`src/rtl/mac_tree_ctrl.sv`:
```
// Job sequencer for the 8-lane fp32 MAC tree: clears accumulators, streams gated operands,
// waits out the pipeline drain and presents the result. Optional perf counters: MAC_TREE_CTRL_PERF_EN.
module mac_tree_ctrl #(
    parameter int CLR_CYCLES   = 4,
    parameter int DRAIN_CYCLES = 24,
    parameter int BEAT_W       = 16
) (
    input  logic              clk,
    input  logic              rst,
    input  logic [255:0]      in_a,
    input  logic [255:0]      in_b,
    input  logic              in_valid,
    input  logic              in_last,
    output logic              in_ready,
    output logic [255:0]      mac_a,
    output logic [255:0]      mac_b,
    output logic              mac_rst,
    input  logic [31:0]       mac_out,
    output logic [31:0]       res_data,
    output logic [BEAT_W-1:0] res_beats,
    output logic              res_valid,
    input  logic              res_ready
`ifdef MAC_TREE_CTRL_PERF_EN
    ,
    output logic [31:0]       perf_cycles,
    output logic [31:0]       stall_cycles
`endif
);

    localparam int CLR_W = (CLR_CYCLES > 1) ? $clog2(CLR_CYCLES) : 1;
    localparam int DRN_W = (DRAIN_CYCLES > 1) ? $clog2(DRAIN_CYCLES) : 1;

    typedef enum logic [2:0] {
        IDLE,
        CLEAR,
        STREAM,
        DRAIN,
        HOLD
    } state_t;

    state_t            state_reg;
    logic [CLR_W-1:0]  clr_cnt_reg;
    logic [DRN_W-1:0]  drn_cnt_reg;
    logic [BEAT_W-1:0] beat_cnt_reg;
    logic              in_ready_reg;
    logic              mac_rst_reg;
    logic              res_valid_reg;
    logic [31:0]       res_data_reg;
    logic [BEAT_W-1:0] res_beats_reg;

    logic              accept;
    logic              leave_idle;
    logic              drain_done;
    logic [BEAT_W-1:0] beat_inc;
    logic              beat_final;

    assign accept     = in_valid && in_ready_reg;
    assign leave_idle = (state_reg == IDLE) && in_valid;
    assign drain_done = (state_reg == DRAIN) && (drn_cnt_reg == '0);
    assign beat_inc   = (beat_cnt_reg == '1) ? beat_cnt_reg : beat_cnt_reg + 1'b1;
    // The beat that fills the counter ends the job, capping jobs at 2^BEAT_W-1 beats.
    assign beat_final = in_last || (beat_inc == '1);

    assign in_ready  = in_ready_reg;
    assign mac_rst   = mac_rst_reg;
    assign res_valid = res_valid_reg;
    assign res_data  = res_data_reg;
    assign res_beats = res_beats_reg;

    // Operands are zero on every cycle without an accepted beat so the free-running accumulators hold.
    for (genvar gi = 0; gi < 8; gi++) begin : g_lane
        logic [31:0] a_reg;
        logic [31:0] b_reg;
        always_ff @(posedge clk) begin
            if (rst) begin
                a_reg <= '0;
                b_reg <= '0;
            end else begin
                a_reg <= accept ? in_a[gi*32 +: 32] : 32'd0;
                b_reg <= accept ? in_b[gi*32 +: 32] : 32'd0;
            end
        end
        assign mac_a[gi*32 +: 32] = a_reg;
        assign mac_b[gi*32 +: 32] = b_reg;
    end

    always_ff @(posedge clk) begin
        if (rst) begin
            state_reg     <= IDLE;
            clr_cnt_reg   <= '0;
            drn_cnt_reg   <= '0;
            beat_cnt_reg  <= '0;
            in_ready_reg  <= 1'b0;
            mac_rst_reg   <= 1'b1;
            res_valid_reg <= 1'b0;
            res_data_reg  <= '0;
            res_beats_reg <= '0;
        end else begin
            unique case (state_reg)
                IDLE: begin
                    if (in_valid) begin
                        state_reg   <= CLEAR;
                        clr_cnt_reg <= CLR_W'(CLR_CYCLES - 1);
                    end
                end
                CLEAR: begin
                    if (clr_cnt_reg == '0) begin
                        state_reg    <= STREAM;
                        beat_cnt_reg <= '0;
                        in_ready_reg <= 1'b1;
                        mac_rst_reg  <= 1'b0;
                    end else begin
                        clr_cnt_reg <= clr_cnt_reg - 1'b1;
                    end
                end
                STREAM: begin
                    if (accept) begin
                        beat_cnt_reg <= beat_inc;
                        if (beat_final) begin
                            state_reg    <= DRAIN;
                            drn_cnt_reg  <= DRN_W'(DRAIN_CYCLES - 1);
                            in_ready_reg <= 1'b0;
                        end
                    end
                end
                DRAIN: begin
                    if (drn_cnt_reg == '0) begin
                        state_reg     <= HOLD;
                        res_data_reg  <= mac_out;
                        res_beats_reg <= beat_cnt_reg;
                        res_valid_reg <= 1'b1;
                    end else begin
                        drn_cnt_reg <= drn_cnt_reg - 1'b1;
                    end
                end
                HOLD: begin
                    if (res_ready) begin
                        state_reg     <= IDLE;
                        res_valid_reg <= 1'b0;
                        mac_rst_reg   <= 1'b1;
                    end
                end
                default: begin
                    state_reg    <= IDLE;
                    in_ready_reg <= 1'b0;
                    mac_rst_reg  <= 1'b1;
                end
            endcase
        end
    end

`ifdef MAC_TREE_CTRL_PERF_EN
    logic [31:0] perf_run_reg;
    logic [31:0] perf_cycles_reg;
    logic [31:0] stall_cycles_reg;
    logic [31:0] perf_inc;
    logic        job_active;

    assign perf_inc   = (perf_run_reg == '1) ? perf_run_reg : perf_run_reg + 32'd1;
    assign job_active = (state_reg == CLEAR) || (state_reg == STREAM) || (state_reg == DRAIN);

    always_ff @(posedge clk) begin
        if (rst || leave_idle) begin
            perf_run_reg     <= '0;
            perf_cycles_reg  <= '0;
            stall_cycles_reg <= '0;
        end else begin
            if (job_active) begin
                perf_run_reg <= perf_inc;
            end
            if (drain_done) begin
                perf_cycles_reg <= perf_inc;
            end
            if ((state_reg == STREAM) && !in_valid && (stall_cycles_reg != '1)) begin
                stall_cycles_reg <= stall_cycles_reg + 32'd1;
            end
        end
    end

    assign perf_cycles  = perf_cycles_reg;
    assign stall_cycles = stall_cycles_reg;
`else
    logic unused_drain_done;
    assign unused_drain_done = leave_idle ^ drain_done;
`endif

endmodule
```
`config.mk`:
```
export PLATFORM = sky130hd
export DESIGN_NAME = mac_tree_ctrl
export DESIGN_NICKNAME = d
export VERILOG_FILES = /design/src/rtl/mac_tree_ctrl.sv
export SDC_FILE = /design/constraint.sdc
export NUM_CORES = 1
export LEC_CHECK = 0
export CAP_MARGIN = 20
export CELL_PAD_IN_SITES_DETAIL_PLACEMENT = 1
export CELL_PAD_IN_SITES_GLOBAL_PLACEMENT = 2
export CORE_AREA = 5 5 429 431
export CTS_CLUSTER_DIAMETER = 100
export DETAILED_ROUTE_END_ITERATION = 8
export DIE_AREA = 0 0 434 436
export PLACE_DENSITY = 0.56
export SYNTH_ARGS = -nofsm -noshare
export SYNTH_HDL_FRONTEND = slang
export SYNTH_SLANG_ARGS = --single-unit
export TNS_END_PERCENT = 100
```
`constraint.sdc`:
```
create_clock -name clk -period 8.2 [get_ports clk]
set_clock_uncertainty 0.2 [all_clocks]
set_input_delay 1.64 -clock clk [delete_from_list [all_inputs] [get_ports clk]]
set_output_delay 1.64 -clock clk [all_outputs]
set_load 0.02 [all_outputs]
```
==> impl_metrics.env <==
export IMPL_holdCritPathClass="flop to flop"
export IMPL_critical_path_end_type="output port"
export IMPL_overflow_after_grt=0
export IMPL_power_leakage_nw=12.2
export IMPL_cts_root_buffer_cell="clkbuf_16"
export IMPL_hold_slack_ns=0.253
export IMPL_number_of_antenna_violating_nets_in_the_routed_design=0
export IMPL_tritoncts="done"
export IMPL_boundaryPins=1112
export IMPL_relSlewSlack_pct=32.2
export IMPL_yosysSeqAreaShare_pct=68.7
export IMPL_post_synth_top_area_share_pct=68.7
export IMPL_final_net_count=3186
export IMPL_ir_drop_v=0.000115
export IMPL_number_of_vias_in_the_routed_layout=14900
export IMPL_p_total_w=0.00713
export IMPL_timing_worst_setup_path_type="flop to output port"
export IMPL_worstSkewPairLatency_ns=0.68
export IMPL_r2r_setup_slack_ns=4.48
export IMPL_post_placement_setup_slack_ns=3.97
export IMPL_critical_path_cell_chain="clkdlybuf4s50_1"
export IMPL_timing_worst_slew_pin_value_ns=1.02
export IMPL_grt_usage_pct=11.6
export IMPL_h_tree_depth=3
export IMPL_synth_top_cells_by_area="dfxtp_1, and2_1, nand2_1"
export IMPL_antenna_found_initial=67
export IMPL_final_tns_setup_ns=0
export IMPL_drtPass1Iterations=4
export IMPL_post_synth_most_frequent_cells="dfxtp_1, and2_1, nand2_1"
export IMPL_synth_warnings=0
export IMPL_final_core_util_pct=18.8
export IMPL_timing_fmax_ghz=0.250
export IMPL_post_synth_inst_count=1526
export IMPL_yosysTopAreaCell="dfxtp_1"
export IMPL_cts_resized=0
export IMPL_first_global_vias=15600
export IMPL_fin_ws_ns=4.21
export IMPL_critPathMaxFanout=1
export IMPL_start_kind="flop"
export IMPL_globalplace_congestion=0.879
export IMPL_die_area_um2=189000
export IMPL_drt_drc_violations_left=0
export IMPL_fin_crit_ns=3.99
export IMPL_grt_pass1_wl_mm=147
export IMPL_syn_cell_area_um2=17200
export IMPL_drv_max_cap_violation_count=0
export IMPL_row_count=156
export IMPL_initial_core_util_pct=9.55
export IMPL_fp_coreArea_um2=180000
export IMPL_post_dp_hpwl_mm=94.1
export IMPL_critical_path_required_ns=6.36
export IMPL_cts_sinks=589
export IMPL_async_flop_share_pct=0
export IMPL_cts_hold_buffers_added=0
export IMPL_dieHeight_um=436
export IMPL_timing_critical_path_buf_inv=1
export IMPL_buffers_inserted_by_post_cts_timing_repair=0
export IMPL_die_width_um=434
export IMPL_setup_viol_count_final=0
export IMPL_clk_pin_slew_worst_paths_ns=0.06
export IMPL_final_hold_viol_count=0
export IMPL_syn_avg_cell_area_um2=11.2
export IMPL_synth_ff_latch_count=589
export IMPL_cell_with_the_most_instances_after_synthesis="dfxtp_1"
export IMPL_numCtsBuffers=80
export IMPL_worstPathArrival_ns=2.15
export IMPL_synth_ff_type="dfxtp_1"
export IMPL_rsz0062_at_grt="no"
export IMPL_post_drt_via_cell_ratio=2.92
export IMPL_outcome="finished clean"
export IMPL_max_stage_delay_ns=0.75
export IMPL_syn_num_nets=2079
export IMPL_placement_io_buffers=1111
export IMPL_p_per_area_nw_per_um2=211
export IMPL_slew_viol_final=0
export IMPL_critical_path_top_delay_family="buffers and inverters"
export IMPL_cts_buffer_depth=3
export IMPL_crit_path_top_delay_cell="clkdlybuf4s50_1"
export IMPL_synth_cell_types=58
export IMPL_detailedRoute_firstIterationViolations=559
export IMPL_wl_mm=114
export IMPL_final_period_utilization_pct=48.7
export IMPL_avgRoutedWirePerCell_um=22.4
export IMPL_grt_max_degree=199
export IMPL_layout_drive_gt1_share_pct=5.75
export IMPL_syn2layout_area_growth_pct=96.8
export IMPL_synth_edff_count=0
==> cell families after synthesis <==
logic type	synth area share (%)
xor gates and xnor gates	0.204
and+or+nand+nor	23.9
muxes	0.415
buffers and inverters	2.39
adders and majority gates	0.292
AOI/OAI and AO/OA	4.13
DFF	68.7
==> power breakdown <==
part	total (W)	switching, W	internal [W]
Clock	0.00361	0.00149	0.00212
Combinational	0.000561	0.000215	0.000346
Sequential	0.00295	0.0000354	0.00292
Total	0.00713	0.00174	0.00538
==> cells in the final DEF, fill, tap and decap left out, types with 5 or more instances in the layout <==
cell type / netlist / final
clkbuf_1: 82 / 15
clkdlybuf4s50_1: 0 / 1110
clkinv_2: 0 / 10
dfxtp_1: 589 / 589
nor3_1: 13 / 13
clkinvlp_4: 0 / 5
clkbuf_8: 0 / 19
mux2i_1: 6 / 6
a31oi_1: 5 / 5
nand3_1: 8 / 8
a21oi_1: 68 / 68
nand2_1: 119 / 118
nor2_1: 21 / 20
and2_1: 514 / 514
diode_2: 0 / 18
clkbuf_16: 0 / 80
clkinv_4: 0 / 6
inv_1: 9 / 9
o21ai_0: 9 / 9
a311oi_1: 6 / 6
==> stage by stage <==
step,instance area (um2),cells
6_report,33800,5085
3_3_place_gp,31000,4919
3_5_place_dp,31000,4921
5_1_grt,33700,5070
2_1_floorplan,17200,1526
4_1_cts,33700,5067
==> worst register-to-register path: cells and delay by family, from the launching register on <==
kind                       cells  cell delay, ns
adders and majority gates      1            0.38
and+or+nand+nor                5            1.78
DFF                            1            0.47
AOI/OAI and AO/OA              3            0.75
==> final timing paths <==
path | start | to | depth (start not counted)
setup / recovery | g_lane[1].b_reg[15] | mac_b[47] | 1
hold / removal | res_beats[2] | res_beats[2] | 2
setup reg to reg | beat_cnt_reg[0] | in_ready | 9
hold reg to reg | res_beats[2] | res_beats[2] | 2
==> metal layers <==
layer  global-route usage, %  vias to the layer above  routed length (um)
li1                        -                     7048                   -
met1                    12.5                     6986               41500
met2                    20.6                      611               58400
met3                    4.32                      193               10300
met4                    4.39                       12                3470
met5                       0                        -                  74
==> final cells by class <==
type                       count  area, um2
timing repair buffer        1119      11200
fill                       20500     146000
inverter                       9       33.8
multi-input combinational    834       4970
antenna                       18       45.0
sequential                   589      11800
clock inverter                32        414
clock buffer                 114       2320
tap                         2370       2970
(Power assumes the default switching activity.)
==> RTL change 1, RTL diff (config.mk and constraints unchanged) <==
Change the parameter `DRAIN_CYCLES` from 24 to 48.
--- a/src/rtl/mac_tree_ctrl.sv
+++ b/src/rtl/mac_tree_ctrl.sv
@@ -4,3 +4,3 @@
     parameter int CLR_CYCLES   = 4,
-    parameter int DRAIN_CYCLES = 24,
+    parameter int DRAIN_CYCLES = 48,
     parameter int BEAT_W       = 16
Check against the original RTL: same outputs for any inputs over 4 cycles, from zero or initial values and one cycle with rst high; that may be too few to reach the edited logic, so the function may still have changed.
==> RTL change 1 against the unedited design <==
Cell area is 0.85% higher; synthesized area is 1.4% higher; total power is 6.4% higher; sequential power is 3% higher; first-iteration DRC count is 19% lower; global-route usage is 1.2 points higher; worst setup slack worse by 41 ps; via count is 3.6% higher; sequential cell count is 1 higher; utilization is 0.16 points higher; wire length is 11% higher; largest power group unchanged; highest routed layer unchanged.
==> RTL change 1: results (changes against the unedited design) <==
Clock network
  – Postcts setup bufs: 0 (unchanged)
  – Clock buffer depth: 3 (unchanged)
  – H-tree depth reported by CTS: 3 (unchanged)
  – PostCTS Resize Cnt: 0 (unchanged)
  – Clk Tree Root Cell: clkbuf_16
  – CTS Buf Count: 82 (+2.5%)
  – Clock Latency Late Sink: 680 ps (about the same)

Finish
  – Nets@finish: 3225 (+1.2%)
  – Fillers: 20.6k (+0.054%)
  – Layout cells sized above 1: 5.88% (+0.14 points)

Worst setup path
  – CP Max Fanout: 14 (+13)
  – Critical Path AT: 4440 ps (+2290 ps)
  – CP delay by family, top: simple AND/OR/NAND/NOR gates
  – Worst reg2reg endpoint: drn_cnt_reg[3]$_SDFFE_PP0P_
  – FF-to-FF setup slack: 4160 ps (-320 ps)
  – R2R depth: 8 (-1)
  – Crit Reg-Reg Startpoint: beat_cnt_reg[0]$_SDFFE_PP0P_
  – CP max-delay cell: or4_4
  – CP max stage delay: 620 ps (-130 ps)

Global routing
  – Largest net degree at the start of global routing: 200 (+0.50%)
  – Antenna violations before repair: 92 (+37%)
  – GRT Util Overall: 12.9% (+1.2 points)
  – First-pass GRT wire length: 161000 um (+9.1%)
  – Vias in the first global route: 16.2k (+4.0%)

Placed design
  – GPL Wtd Cong: 0.831 (-5.4%)
  – Final HPWL DP: 105000 um (+12%)
  – I/O Buffers: 1111 (unchanged)
  – Total placed cells including tap cells: 4958 (+0.75%)
  – Area post-placement: 31200 um2 (+0.70%)

Synth
  – Sequential share of the synthesized area: 67.9% (-0.84 points)
  – Most instantiated cells after synthesis: dfxtp_1, and2_1, nand2_1
  – Ys Warns: 0 (unchanged)
  – Synth Net Count: 2117 (+1.8%)
  – Post-synth ARST share: 0% (unchanged)
  – Cells after Synth: 1564 (+2.5%)
  – Synth area leaders: dfxtp_1, and2_1, nand2_1, a21oi_1, clkbuf_1
  – Distinct cells, synth: 60 (+3.4%)
  – Ys flop type: dfxtp_1

Drt
  – First-pass DRT Iterations: 6 (+2)
  – WL final: 126000 um (+11%)
  – DRT iter0 DRCs: 452 (-19%)
  – Detailed-route via count: 15.4k (+3.6%)
  – Vias per cell: 3.00 (+2.6%)

Min path
  – Hold Path Sink: res_data[19]$_SDFFE_PP0P_
  – Worst Hold Launch: res_data[19]$_SDFFE_PP0P_
  – Hold Crit Depth: 2 (unchanged)

Timing
  – Setup TNS: 0 ps (unchanged)
  – Worst-Margin Slew: 994 ps (-22.1 ps)

Power
  – Peak supply drop: 0.000110 V (-3.9%)
  – LEAKAGE: 0.0123 uW (+1.1%)

Status
  – Status: completed
RTL change 1: changes by cell type after synthesis, sizes merged, moves of 3 or more:
cell    change
clkbuf      +3
o31a        -3
and3        +3
nor4        +4
or4         +3
a31oi       +3
a311oi      +4
nand3       +6
nor2        +8
a211oi      +6
o21ai       +7
RTL change 1: through the flow:
step,setup WS [ps],total power (uW),hold slack [ps]
detailed placement,3730,3920,248
floorplan,4910,3340,239
CTS,4150,7780,256
global route,4000,7910,274
global placement,3730,3920,242
finish,4160,7580,253
RTL change 1: area by class of cell:
class | instances | area [um2] | area share (%)
antenna | 28 | 70.1 | 0.206
clock buffer | 114 | 2330 | 6.85
clock inverter | 34 | 445 | 1.31
inverter | 7 | 26.3 | 0.0771
multi-input combinational | 872 | 5210 | 15.3
sequential | 590 | 11800 | 34.7
tap | 2370 | 2970 | 8.70
timing repair buffer | 1119 | 11200 | 32.9
RTL change 1: how the worst max path moves through the flow:
stage | depth (start not counted) | from | end
3_3_place_gp | 7 | in_valid | beat_cnt_reg[7]$_SDFFE_PP0P_
4_1_cts | 8 | beat_cnt_reg[0]$_SDFFE_PP0P_ | drn_cnt_reg[3]$_SDFFE_PP0P_
5_1_grt | 8 | beat_cnt_reg[0]$_SDFFE_PP0P_ | drn_cnt_reg[3]$_SDFFE_PP0P_
6_report | 8 | beat_cnt_reg[0]$_SDFFE_PP0P_ | drn_cnt_reg[3]$_SDFFE_PP0P_
3_5_place_dp | 7 | in_valid | beat_cnt_reg[0]$_SDFFE_PP0P_
2_1_floorplan | 6 | in_valid | drn_cnt_reg[3]$_SDFFE_PP0P_
RTL change 1: worst min-delay path: cells and delay by family (launching register included):
kind	cells	cell delay [ps]
flip-flops	1	310
AND/OR/NAND/NOR	1	50
AO/OA/AOI/OAI	1	50
RTL change 1: logic make-up (layout without fill, tap and decap cells):
group,after synthesis,count (layout),share of synthesized area (%)
AOI/OAI and AO/OA,131,131,4.65
adders and majority gates,4,4,0.288
other,0,28,0
xor gates and xnor gates,1,1,0.0503
muxes,6,6,0.359
DFF,590,590,67.9
and+or+nand+nor,730,730,24.5
buffers and inverters,102,1274,2.35
RTL change 1: routing by layer:
metal	vias up	GRT usage, %	wire length [um]
met5	-	0	57
met4	12	6.19	6630
met3	228	5.54	12100
met2	647	22.7	63200
met1	7277	12.9	43800
li1	7220	-	-
RTL change 1: power breakdown:
group | switching [uW] | internal (uW)
clock | 1490 | 2250
combinational | 375 | 447
sequential | 62.4 | 2960
total | 1920 | 5660
==> RTL change 2, RTL diff (same settings) <==
Without the edit above. Encoding of `state_t`: now one-hot (5 bits for 5 states).
--- a/src/rtl/mac_tree_ctrl.sv
+++ b/src/rtl/mac_tree_ctrl.sv
@@ -32,8 +32,8 @@
 
-    typedef enum logic [2:0] {
-        IDLE,
-        CLEAR,
-        STREAM,
-        DRAIN,
-        HOLD
+    typedef enum logic [4:0] {
+        IDLE   = 5'b00001,
+        CLEAR  = 5'b00010,
+        STREAM = 5'b00100,
+        DRAIN  = 5'b01000,
+        HOLD   = 5'b10000
     } state_t;
Check against the original RTL: no difference found for any inputs over 4 cycles, from zero or initial values and one cycle with rst high; so few cycles prove little.
==> RTL change 2 against the unedited design <==
Worst setup slack improved by 150 ps; worst hold slack improved by 1.4 ps; cell area rose by 0.58%; clock power rose by 3%; sequential share of layout area fell by 0.083 points; via count rose by 5.1%; synthesized cell count rose by 2.5%; wire length rose by 15%; sequential cell count rose by 2; non-clock buffer count did not move; cell count rose by 0.79%; synthesized area rose by 1.2%; total power rose by 0.32%; highest routed layer unchanged.
==> RTL change 2: results (changes against the unedited design) <==
Status
  – Status: completed

Synth
  – Synth area leaders: dfxtp_1, and2_1, nand2_1, a21oi_1, clkbuf_1
  – Ys Warns: 0 (unchanged)
  – Post-synth ARST share: 0% (unchanged)
  – Distinct cells, synth: 54 (-6.9%)
  – Most instantiated cells after synthesis: dfxtp_1, and2_1, nand2_1
  – Sequential share of the synthesized area: 68.1% (-0.61 points)
  – Synth Net Count: 2117 (+1.8%)
  – Post-synth EDFFs: 0 (unchanged)

Timing
  – Worst-Margin Slew: 1210 ps (+190 ps)

Global routing
  – Antenna violations before repair: 98 (+46%)
  – First-pass GRT wire length: 167000 um (+14%)
  – Largest net degree at the start of global routing: 227 (+14%)
  – GRT Util Overall: 13.5% (+1.9 points)

Clock network
  – Clock buffer depth: 3 (unchanged)
  – Clk Tree Root Cell: clkbuf_16
  – Clock Latency Late Sink: 680 ps (about the same)
  – CTS Buf Count: 84 (+5.0%)
  – H-tree depth reported by CTS: 3 (unchanged)
  – Worst-path clk slew: 60 ps (about the same)
  – PostCTS Resize Cnt: 0 (unchanged)
  – Postcts setup bufs: 0 (unchanged)

Placed design
  – GPL Wtd Cong: 0.866 (-1.5%)
  – Setup WS pre-CTS: 3960 ps (-13.5 ps)
  – Area post-placement: 31100 um2 (+0.48%)
  – I/O Buffers: 1111 (unchanged)
  – Final HPWL DP: 111000 um (+18%)

Worst setup path
  – Critical Path AT: 2010 ps (-140 ps)
  – CP max-delay cell: clkdlybuf4s50_1
  – CP max stage delay: 970 ps (+220 ps)
  – CP delay by family, top: buffers and inverters
  – CP Max Fanout: 1 (unchanged)

Drt
  – Routed len/inst: 25.6 um (+15%)
  – DRT iter0 DRCs: 512 (-8.4%)
  – First-pass DRT Iterations: 4 (unchanged)
  – Detailed-route via count: 15.6k (+5.1%)

Min path
  – Hold Crit Class: flip-flop to flip-flop

Power
  – LEAKAGE: 0.0122 uW (+0.60%)
  – Sw Pwr: 1690 uW (-3.0%)
  – Peak supply drop: 0.000161 V (+40%)

Finish
  – Fillers: 20.6k (+0.068%)
  – Layout cells sized above 1: 5.70% (-0.047 points)
  – Nets@finish: 3227 (+1.3%)
  – Register area: 11800 um2 (+0.34%)
[RTL change 2: cell count changes in the layout (fill, tap and decap cells not counted), moves of 4 or more]
cell	change
or4_1	+4
a211oi_1	+4
mux2i_1	-5
a311oi_1	-4
inv_6	+7
nor4_1	+5
nor2_1	+15
a21oi_1	+10
clkbuf_8	-7
clkbuf_16	+5
a31oi_1	+4
[RTL change 2: cell type report]
cell class | instances | area share (%)
inverter | 8 | 0.0884
tap | 2370 | 8.73
antenna | 18 | 0.133
clock inverter | 34 | 1.24
sequential | 591 | 34.8
clock buffer | 115 | 6.95
timing repair buffer | 1119 | 32.9
multi-input combinational | 870 | 15.1
[RTL change 2: path summary, 6_finish.rpt]
check,start,endpoint,slack (ps),cells past startpoint
max,g_lane[0].b_reg[14]$_SDFF_PP0_,mac_b[14],4350,1
min,res_data[17]$_SDFFE_PP0P_,res_data[17]$_SDFFE_PP0P_,250,2
max reg2reg,beat_cnt_reg[0]$_SDFFE_PP0P_,drn_cnt_reg[4]$_SDFFE_PP0P_,4800,8
min reg2reg,res_data[17]$_SDFFE_PP0P_,res_data[17]$_SDFFE_PP0P_,250,2
[RTL change 2: power groups by stage]
stage	Clock [uW]	Combinational [uW]	Sequential, uW
after global placement	0	496	2990
final	3730	490	2930
after CTS	3910	498	2930
after detailed placement	0	495	2990
after global routing	4010	524	2930
after floorplan	0	82.4	3020
[RTL change 2: metal layers]
layer  part of all wire (%)  routed length (um)  GRT usage [%]  vias to the layer above
met3                    9.2               12100           6.05                      275
met4                    4.2                5490           5.18                        8
li1                       -                   -              -                     7208
met1                     35               46200           13.7                     7387
met5                  0.038                  50              0                        -
met2                     51               67600           24.1                      730
[RTL change 2: through the flow]
| stage | power [uW] | hold WS, ps | std cells |
|---|---|---|---|
| 3_5_place_dp | 3490 | 249 | 4958 |
| 5_1_grt | 7460 | 274 | 5120 |
| 2_1_floorplan | 3100 | 247 | 1564 |
| 6_report | 7150 | 255 | 5125 |
| 4_1_cts | 7340 | 257 | 5107 |
| 3_3_place_gp | 3490 | 242 | 4958 |
[RTL change 2: cells by family after synthesis]
| logic type | Yosys count | synth area share, % |
|---|---|---|
| AOI/OAI and AO/OA | 129 | 4.52 |
| DFF | 591 | 68.1 |
| and+or+nand+nor | 735 | 24.6 |
| buffers and inverters | 103 | 2.44 |
| muxes | 1 | 0.0576 |
| xor gates and xnor gates | 1 | 0.0504 |
| adders and majority gates | 4 | 0.288 |
[RTL change 2: worst register-to-register path, stage by stage (launching register included)]
cell	delay [ps]
dfxtp_1	440
ha_1	420
and4_1	500
nand4_4	290
a311oi_2	410
o31ai_2	160
nor4_1	430
o21ai_1	190
a221oi_2	290
